[config.mk]
export PLATFORM = sky130hd
export DESIGN_NAME = spi_master
export DESIGN_NICKNAME = d
export VERILOG_FILES = /design/src/rtl/spi_pkg.sv /design/src/rtl/spi_clk_div.sv /design/src/rtl/spi_master.sv
export SDC_FILE = /design/constraint.sdc
export NUM_CORES = 1
export LEC_CHECK = 0
export BUFFER_PORTS_ARGS = -buffer_cell sky130_fd_sc_hd__buf_2
export CAP_MARGIN = 30
export CORE_ASPECT_RATIO = 0.7
export CORE_MARGIN = 4
export CORE_UTILIZATION = 35
export DETAILED_ROUTE_END_ITERATION = 10
export GPL_TIMING_DRIVEN = 1
export HOLD_SLACK_MARGIN = 0.02
export PLACE_DENSITY = 0.57
export SYNTH_ARGS = -nofsm -noshare
export SYNTH_HDL_FRONTEND = slang
export SYNTH_SLANG_ARGS = --single-unit
export TNS_END_PERCENT = 10
[constraint.sdc]
create_clock -name clk_80 -period 1.8 [get_ports clk_80]
set_clock_uncertainty 0.1 [all_clocks]
set_input_delay 0 -clock clk_80 [delete_from_list [all_inputs] [get_ports clk_80]]
set_output_delay 0 -clock clk_80 [all_outputs]
set_load 0.005 [all_outputs]
[src/rtl/spi_pkg.sv]
// Shared types and constants for the SPI master and its clock divider.
// The state encoding is exported so that the top and any debug logic agree on it.
package spi_pkg;

  localparam int DIV_W_DEFAULT = 8;

  // Eight bits take sixteen SCK edges.
  localparam int EDGES_PER_BYTE = 16;

  typedef enum logic [1:0] {
    ST_IDLE  = 2'd0,
    ST_SHIFT = 2'd1,
    ST_WAIT  = 2'd2,
    ST_HOLD  = 2'd3
  } spi_state_e;

endpackage

[src/rtl/spi_clk_div.sv]
// Issues one tick every div+1 cycles while en is high.
// The count restarts from zero whenever en drops or a tick fires.
module spi_clk_div
  import spi_pkg::*;
#(
  parameter int DIV_W = DIV_W_DEFAULT
) (
  input  logic             clk_80,
  input  logic             rst,
  input  logic             en,
  input  logic [DIV_W-1:0] div,
  output logic             tick
);

  logic [DIV_W-1:0] cnt_reg;

  assign tick = en && (cnt_reg == div);

  always_ff @(posedge clk_80) begin
    if (rst || !en || tick) begin
      cnt_reg <= '0;
    end else begin
      cnt_reg <= cnt_reg + DIV_W'(1);
    end
  end

endmodule

[src/rtl/spi_master.sv]
// Byte-oriented SPI mode-0 master.
// Chip select stays low across bytes until a byte marked last has been sent and held.
module spi_master
  import spi_pkg::*;
#(
  parameter int DIV_W = DIV_W_DEFAULT
) (
  input  logic             clk_80,
  input  logic             rst,
  input  logic [DIV_W-1:0] div,
  input  logic             cmd_valid,
  output logic             cmd_ready,
  input  logic [7:0]       cmd_data,
  input  logic             cmd_last,
  output logic             rsp_valid,
  output logic [7:0]       rsp_data,
  output logic             busy,
  output logic             spi_sck,
  output logic             spi_mosi,
  input  logic             spi_miso,
  output logic             spi_cs_n
);

  spi_state_e       state_reg, state_next;
  logic [DIV_W-1:0] div_reg;
  logic             last_reg;
  logic [7:0]       tx_reg;
  logic [7:0]       rx_reg;
  logic [7:0]       rsp_data_reg;
  logic [3:0]       edge_cnt_reg;
  logic             sck_reg;
  logic             mosi_reg;
  logic             rsp_valid_reg;
  logic             tick;
  logic             accept;
  logic             div_en;
  logic             frame_done;

  assign accept     = cmd_valid && cmd_ready;
  // The divider also times the post-frame hold; it restarts on the last SCK edge.
  assign div_en     = (state_reg == ST_SHIFT) || (state_reg == ST_HOLD);
  assign frame_done = (state_reg == ST_SHIFT) && tick &&
                      (edge_cnt_reg == 4'(EDGES_PER_BYTE - 1));

  spi_clk_div #(
    .DIV_W(DIV_W)
  ) u_clk_div (
    .clk_80(clk_80),
    .rst   (rst),
    .en    (div_en),
    .div   (div_reg),
    .tick  (tick)
  );

  always_ff @(posedge clk_80) begin
    if (rst) begin
      state_reg <= ST_IDLE;
    end else begin
      state_reg <= state_next;
    end
  end

  always_comb begin
    state_next = state_reg;
    case (state_reg)
      ST_IDLE, ST_WAIT: if (cmd_valid) state_next = ST_SHIFT;
      ST_SHIFT:         if (frame_done) state_next = last_reg ? ST_HOLD : ST_WAIT;
      ST_HOLD:          if (tick) state_next = ST_IDLE;
      default:          state_next = ST_IDLE;
    endcase
  end

  always_comb begin
    cmd_ready = (state_reg == ST_IDLE) || (state_reg == ST_WAIT);
    spi_cs_n  = (state_reg == ST_IDLE);
    busy      = (state_reg != ST_IDLE);
  end

  always_ff @(posedge clk_80) begin
    if (rst) begin
      div_reg       <= '0;
      last_reg      <= 1'b0;
      tx_reg        <= '0;
      rx_reg        <= '0;
      rsp_data_reg  <= '0;
      edge_cnt_reg  <= '0;
      sck_reg       <= 1'b0;
      mosi_reg      <= 1'b0;
      rsp_valid_reg <= 1'b0;
    end else begin
      rsp_valid_reg <= 1'b0;
      if (accept) begin
        div_reg      <= div;
        last_reg     <= cmd_last;
        tx_reg       <= cmd_data;
        mosi_reg     <= cmd_data[7];
        edge_cnt_reg <= '0;
      end else if ((state_reg == ST_SHIFT) && tick) begin
        sck_reg      <= ~sck_reg;
        edge_cnt_reg <= edge_cnt_reg + 4'd1;
        if (!sck_reg) begin
          rx_reg <= {rx_reg[6:0], spi_miso};
        end else if (!frame_done) begin
          tx_reg   <= {tx_reg[6:0], 1'b0};
          mosi_reg <= tx_reg[6];
        end
        if (frame_done) begin
          rsp_valid_reg <= 1'b1;
          rsp_data_reg  <= rx_reg;
        end
      end
    end
  end

  assign spi_sck   = sck_reg;
  assign spi_mosi  = mosi_reg;
  assign rsp_valid = rsp_valid_reg;
  assign rsp_data  = rsp_data_reg;

endmodule

; After elaboration in Yosys (flattened, before gate mapping)
; Cells that the tools add are included.
[op_classes]
mux = 14
n_reduce_logical = 21
bitwise_logic = 3
n_addsub = 2
n_eq_ne = 9
[ops]
columns = cell, n
row1 = 2-to-1 mux 7 bit, 4
row2 = AND reduction 3 bit, 4
row3 = adder 8 x 1 -> 8 bit (second input constant), 1
row4 = == test 8 bit, 1
row5 = inequality test 2 bit (second input constant), 4
row6 = 2-to-1 mux 1 bit, 6
row7 = 2-to-1 mux 2 bit, 3
row8 = one-hot mux 2 bit (3 select lines), 1
row9 = nonzero test 2 bit, 3
row10 = adder 4 x 1 -> 4 bit (second input constant), 1
row11 = == test 2 bit (second input constant), 2
row12 = == test 4 bit (second input constant), 1
row13 = logical AND 1 bit, 4
row14 = logical OR 1 bit, 4
row15 = OR reduction 2 bit, 2
row16 = NOT 1 bit, 3
row17 = OR reduction 3 bit, 1
row18 = == test 2 x 1 -> 1 bit (second input constant), 1
row19 = logical NOT 2 bit, 1
row20 = AND reduction 2 bit, 1
row21 = logical NOT 1 bit, 1
[word_totals]
out_inout_bits = 14
regBits = 49
input_bits = 21
wordCells = 60

; Logic depth before layout (Yosys ltp)
[logic_depth]
ltp_word = 9
depth_mapped = 7
ltp_nobuf = 6

; Hierarchy
; A second synthesis with hierarchy kept.
[hier_totals]
hier_cells = 242
area_unflattened_um2 = 2150.8
[by_module_without_submodules]
columns = module, seq_area_each_um2, cells_each, area_per_inst_um2, n_inst
row1 = spi_master, 820.8, 194, 1676.6, 1
row2 = spi_clk_div, 160.2, 48, 474.2, 1

; Worst setup path before layout
; OpenSTA, ideal clock, no wires.
[synth_path]
kind = reg2reg
startpoint = reg edge_cnt_reg[0]
endpoint = reg rsp_data_reg[0] (netlist: rsp_data[0])
arrival_time_ns = 1.457
period_less_slack_ns = 1.685
setup_ns = 0.128
path_slack_ns = 0.115
n_path_buf = 0
required_ns = 1.572
path_stages_with_launch = 7
path_cell_list = dfxtp_1 > ha_1 > and3_1 > nand3_1 > nor3_4 > mux2i_1 > nor2_1
[synth_via]
elab_chain_cells = 3
[synth_lines]
columns = element, line_no
row1 = from (decl), spi_master.sv:30  ; logic [3:0] edge_cnt_reg;
row2 = from (signal assigned), spi_master.sv:100  ; edge_cnt_reg <= edge_cnt_reg + 4'd1;
row3 = == test 4 bit, spi_master.sv:43  ; (edge_cnt_reg == 4'(EDGES_PER_BYTE - 1));
row4 = logical AND 1 bit, spi_master.sv:42  ; assign frame_done = (state_reg == ST_SHIFT) && tick &&
row5 = AND reduction 3 bit (no line), -
row6 = to (signal assigned), spi_master.sv:109  ; rsp_data_reg <= rx_reg;
row7 = to (decl), spi_master.sv:29  ; logic [7:0] rsp_data_reg;
; No other way between the ends.
; A chain may end at the register's enable or synchronous reset.

; Worst setup path after layout
[layout_path]
startpoint = reg div_reg[3]
endpoint = reg u_clk_div.cnt_reg[7]
[layout_via]
elab_chain_cells = 3
[layout_lines]
columns = element, line_no
row1 = from (decl), spi_master.sv:25  ; logic [DIV_W-1:0] div_reg;
row2 = from (signal assigned), spi_master.sv:93  ; div_reg <= div;
row3 = == test 8 bit, spi_clk_div.sv:17  ; assign tick = en && (cnt_reg == div);
row4 = logical AND 1 bit, spi_clk_div.sv:17
row5 = logical OR 1 bit, spi_clk_div.sv:20  ; if (rst || !en || tick) begin
row6 = to (signal assigned), spi_clk_div.sv:23  ; cnt_reg <= cnt_reg + DIV_W'(1);
row7 = to (decl), spi_clk_div.sv:15  ; logic [DIV_W-1:0] cnt_reg;
; No other way between the ends.

==> impl_metrics.env <==
export IMPL_drt_first_pass_iters=4
export IMPL_final_cell_mix="dfxtp_1 (47), nor2_1 (35), buf_2 (34)"
export IMPL_drt_met1_wl_um=2490
export IMPL_drt_initial_drc_count=57
export IMPL_grt_pass1_vias=1648
export IMPL_grt_usage_pct=13.6
export IMPL_worstMarginPinSlew_ns=0.518
export IMPL_synth_area_um2=2030
export IMPL_crit_slowest_cell="dfxtp_1"
export IMPL_slew_headroom_pct=65.4
export IMPL_nNetsFinal=314
export IMPL_grt_max_degree=18
export IMPL_synth_edff_count=0
export IMPL_worst_hold_slack_ns=0.130
export IMPL_cp_cell_sequence="xnor2_1 > and4_4 > and2_4 > or3_1 > nor2_1"
export IMPL_die_w_um=98.9
export IMPL_synth_fa_ha_area_share_pct=1.24
export IMPL_grt_overflow_total=0
export IMPL_fin_crit_sh_pct=94.8
export IMPL_path_class="flop to flop"
export IMPL_synth_compound_area_share_pct=10.1
export IMPL_yosysWarningCount=0
export IMPL_cts_tree="built"
export IMPL_via_count=1740
export IMPL_dr_wl_met3_um=161
export IMPL_start_util_pct=37.4
export IMPL_avgRoutedWirePerCell_um=12.8
export IMPL_synthArstFlopShare_pct=0
export IMPL_utilization_pct=49.6
export IMPL_clk_latency_ns=0.30
export IMPL_core_area_um2=5420
export IMPL_synth_avg_cell_area_um2=8.96
export IMPL_synth_cell_type_count=29
export IMPL_fin_crit_ns=1.71
export IMPL_drc=0
export IMPL_clk_pin_slew_worst_paths_ns=0.10
export IMPL_leakagePower_nw=1.10
export IMPL_p_per_area_nw_per_um2=793
export IMPL_setup_violations=0
export IMPL_tns_ns=0
export IMPL_cts_made_buffers=5
export IMPL_ys_seq_area_share_pct=48.4
export IMPL_status="finished, final reports clean"
export IMPL_syn_inst=226
export IMPL_stdcell_count=364
export IMPL_startpoint_type="flop"
export IMPL_cts_max_path_buffers=2
export IMPL_synth_top_family_by_area="simple AND/OR/NAND/NOR gates"
export IMPL_critPathMaxFanout=9
export IMPL_grt_pass1_wl_um=7870
export IMPL_met2WireLength_um=1970
export IMPL_synth_mux_area_share_pct=7.91
export IMPL_maxCapViolations=0
export IMPL_fmax_ghz=0.586
export IMPL_io_pins=35
export IMPL_place_congestion=0.746
export IMPL_die_area_um2=7090
export IMPL_routed_top_layer="met4"
export IMPL_holdCritPathClass="input port to flop"
export IMPL_ant_nets=0
export IMPL_vias_per_cell=4.78
export IMPL_antenna_found_initial=0
export IMPL_final_common_cell="dfxtp_1"
export IMPL_crit_arrival_ns=1.79
export IMPL_hpwl_um=3250
export IMPL_layout_area_overhead_vs_synth_pct=32.7
export IMPL_hold_viol_final=0
export IMPL_synthSimpleGateAreaFrac_pct=21.9
export IMPL_crit_path_max_incr_delay_ns=0.33
export IMPL_port_buffers=34
export IMPL_fp_row_count=22
export IMPL_critPathRequiredTime_ns=1.88
export IMPL_drv_slew=0
export IMPL_ys_ff_latch=49
export IMPL_synthFlopType="dfxtp_1"
export IMPL_diodes=0
export IMPL_synth_nets=249
export IMPL_htreeDepth=2
export IMPL_die_h_um=71.7
export IMPL_wirelength_um=4650
export IMPL_synth_xor_area_share_pct=6.92
export IMPL_clock_root_buffer="clkbuf_8"
export IMPL_numClockSinks=49
export IMPL_drive_above_1_share_pct=25.0
export IMPL_place_inst=336
export IMPL_crit_path_end_kind="flop"
export IMPL_irDropWorstVdd_mv=0.358
==> final cells by class <==
| class | instances | area, µm² |
|---|---|---|
| tap | 72 | 90.1 |
| timing repair buffer | 69 | 493 |
| sequential | 49 | 983 |
| clock inverter | 2 | 17.5 |
| multi-input combinational | 162 | 1010 |
| inverter | 4 | 15.0 |
| fill | 526 | 2740 |
| clock buffer | 6 | 82.6 |
==> report_power, final <==
part	switching, mW	internal [mW]
Combinational	0.154	0.136
Sequential	0.0249	1.12
Clock	0.377	0.319
Total	0.556	1.57
==> synth_stat cells (all sizes together) (2+ instances only) <==
cell type	instances	share of area, %
a21oi	14	3.5
a311oi	7	3.0
and3	3	0.99
and4	2	1.1
buf	3	1.4
clkbuf	8	1.5
dfxtp	49	48
ha	2	1.2
inv	4	0.74
mux2i	16	7.9
nand2	24	4.4
nand3	18	4.4
nand4	2	0.62
nor2	35	6.5
nor3	3	1.3
o211ai	2	0.74
o21ai	10	2.5
or3	2	0.62
xnor2	9	3.9
xor2	7	3.0
==> layer usage <==
layer,global-route usage (%),vias up
met5,0,-
met3,3.60,2
met2,20.2,23
met1,19.8,809
li1,-,906
met4,3.18,0
==> metrics by stage <==
stage / setup WS, ns / area [µm²] / total power, mW
final: 0.0941 / 2690 / 2.13
after global routing: -0.00533 / 2690 / 2.24
after CTS: 0.00952 / 2640 / 2.15
after detailed placement: 0.0362 / 2350 / 1.42
after global placement: 0.0632 / 2350 / 1.42
after floorplan: 0.115 / 2030 / 1.34
==> critical path: cells and delay by family (launching register included) <==
family / cells / cell delay, ns
xor+xnor: 1 / 0.27
simple gates: 4 / 0.90
flops: 1 / 0.33
==> path summary, 6_finish.rpt <==
kind                                         startpoint                              end  slack, ns  cells after the start
worst max-delay path            div_reg[3]$_SDFFE_PP0N_  u_clk_div.cnt_reg[7]$_SDFF_PP0_       0.09                      5
worst min-delay path                          cmd_valid     edge_cnt_reg[0]$_SDFFE_PP0P_       0.13                      4
worst max register to register  div_reg[3]$_SDFFE_PP0N_  u_clk_div.cnt_reg[7]$_SDFF_PP0_       0.09                      5
worst min register to register    last_reg$_SDFFE_PP0N_            last_reg$_SDFFE_PP0N_       0.36                      2
==> kinds of logic after synthesis <==
family / count (synthesis)
compound gates: 34
xor+xnor: 16
fa+ha+maj: 2
buf+inv: 15
flops: 49
mux: 16
simple gates: 94
==> timing repair <==
item / 4_1_cts / 5_1_grt
gates resized for setup: 0 / 13
setup endpoints to repair: 0 / 26
setup buffers: 0 / 1
endpoints found under the hold margin: 27 / 0
hold buffers: 19 / 0
(Power assumes the default switching activity.)
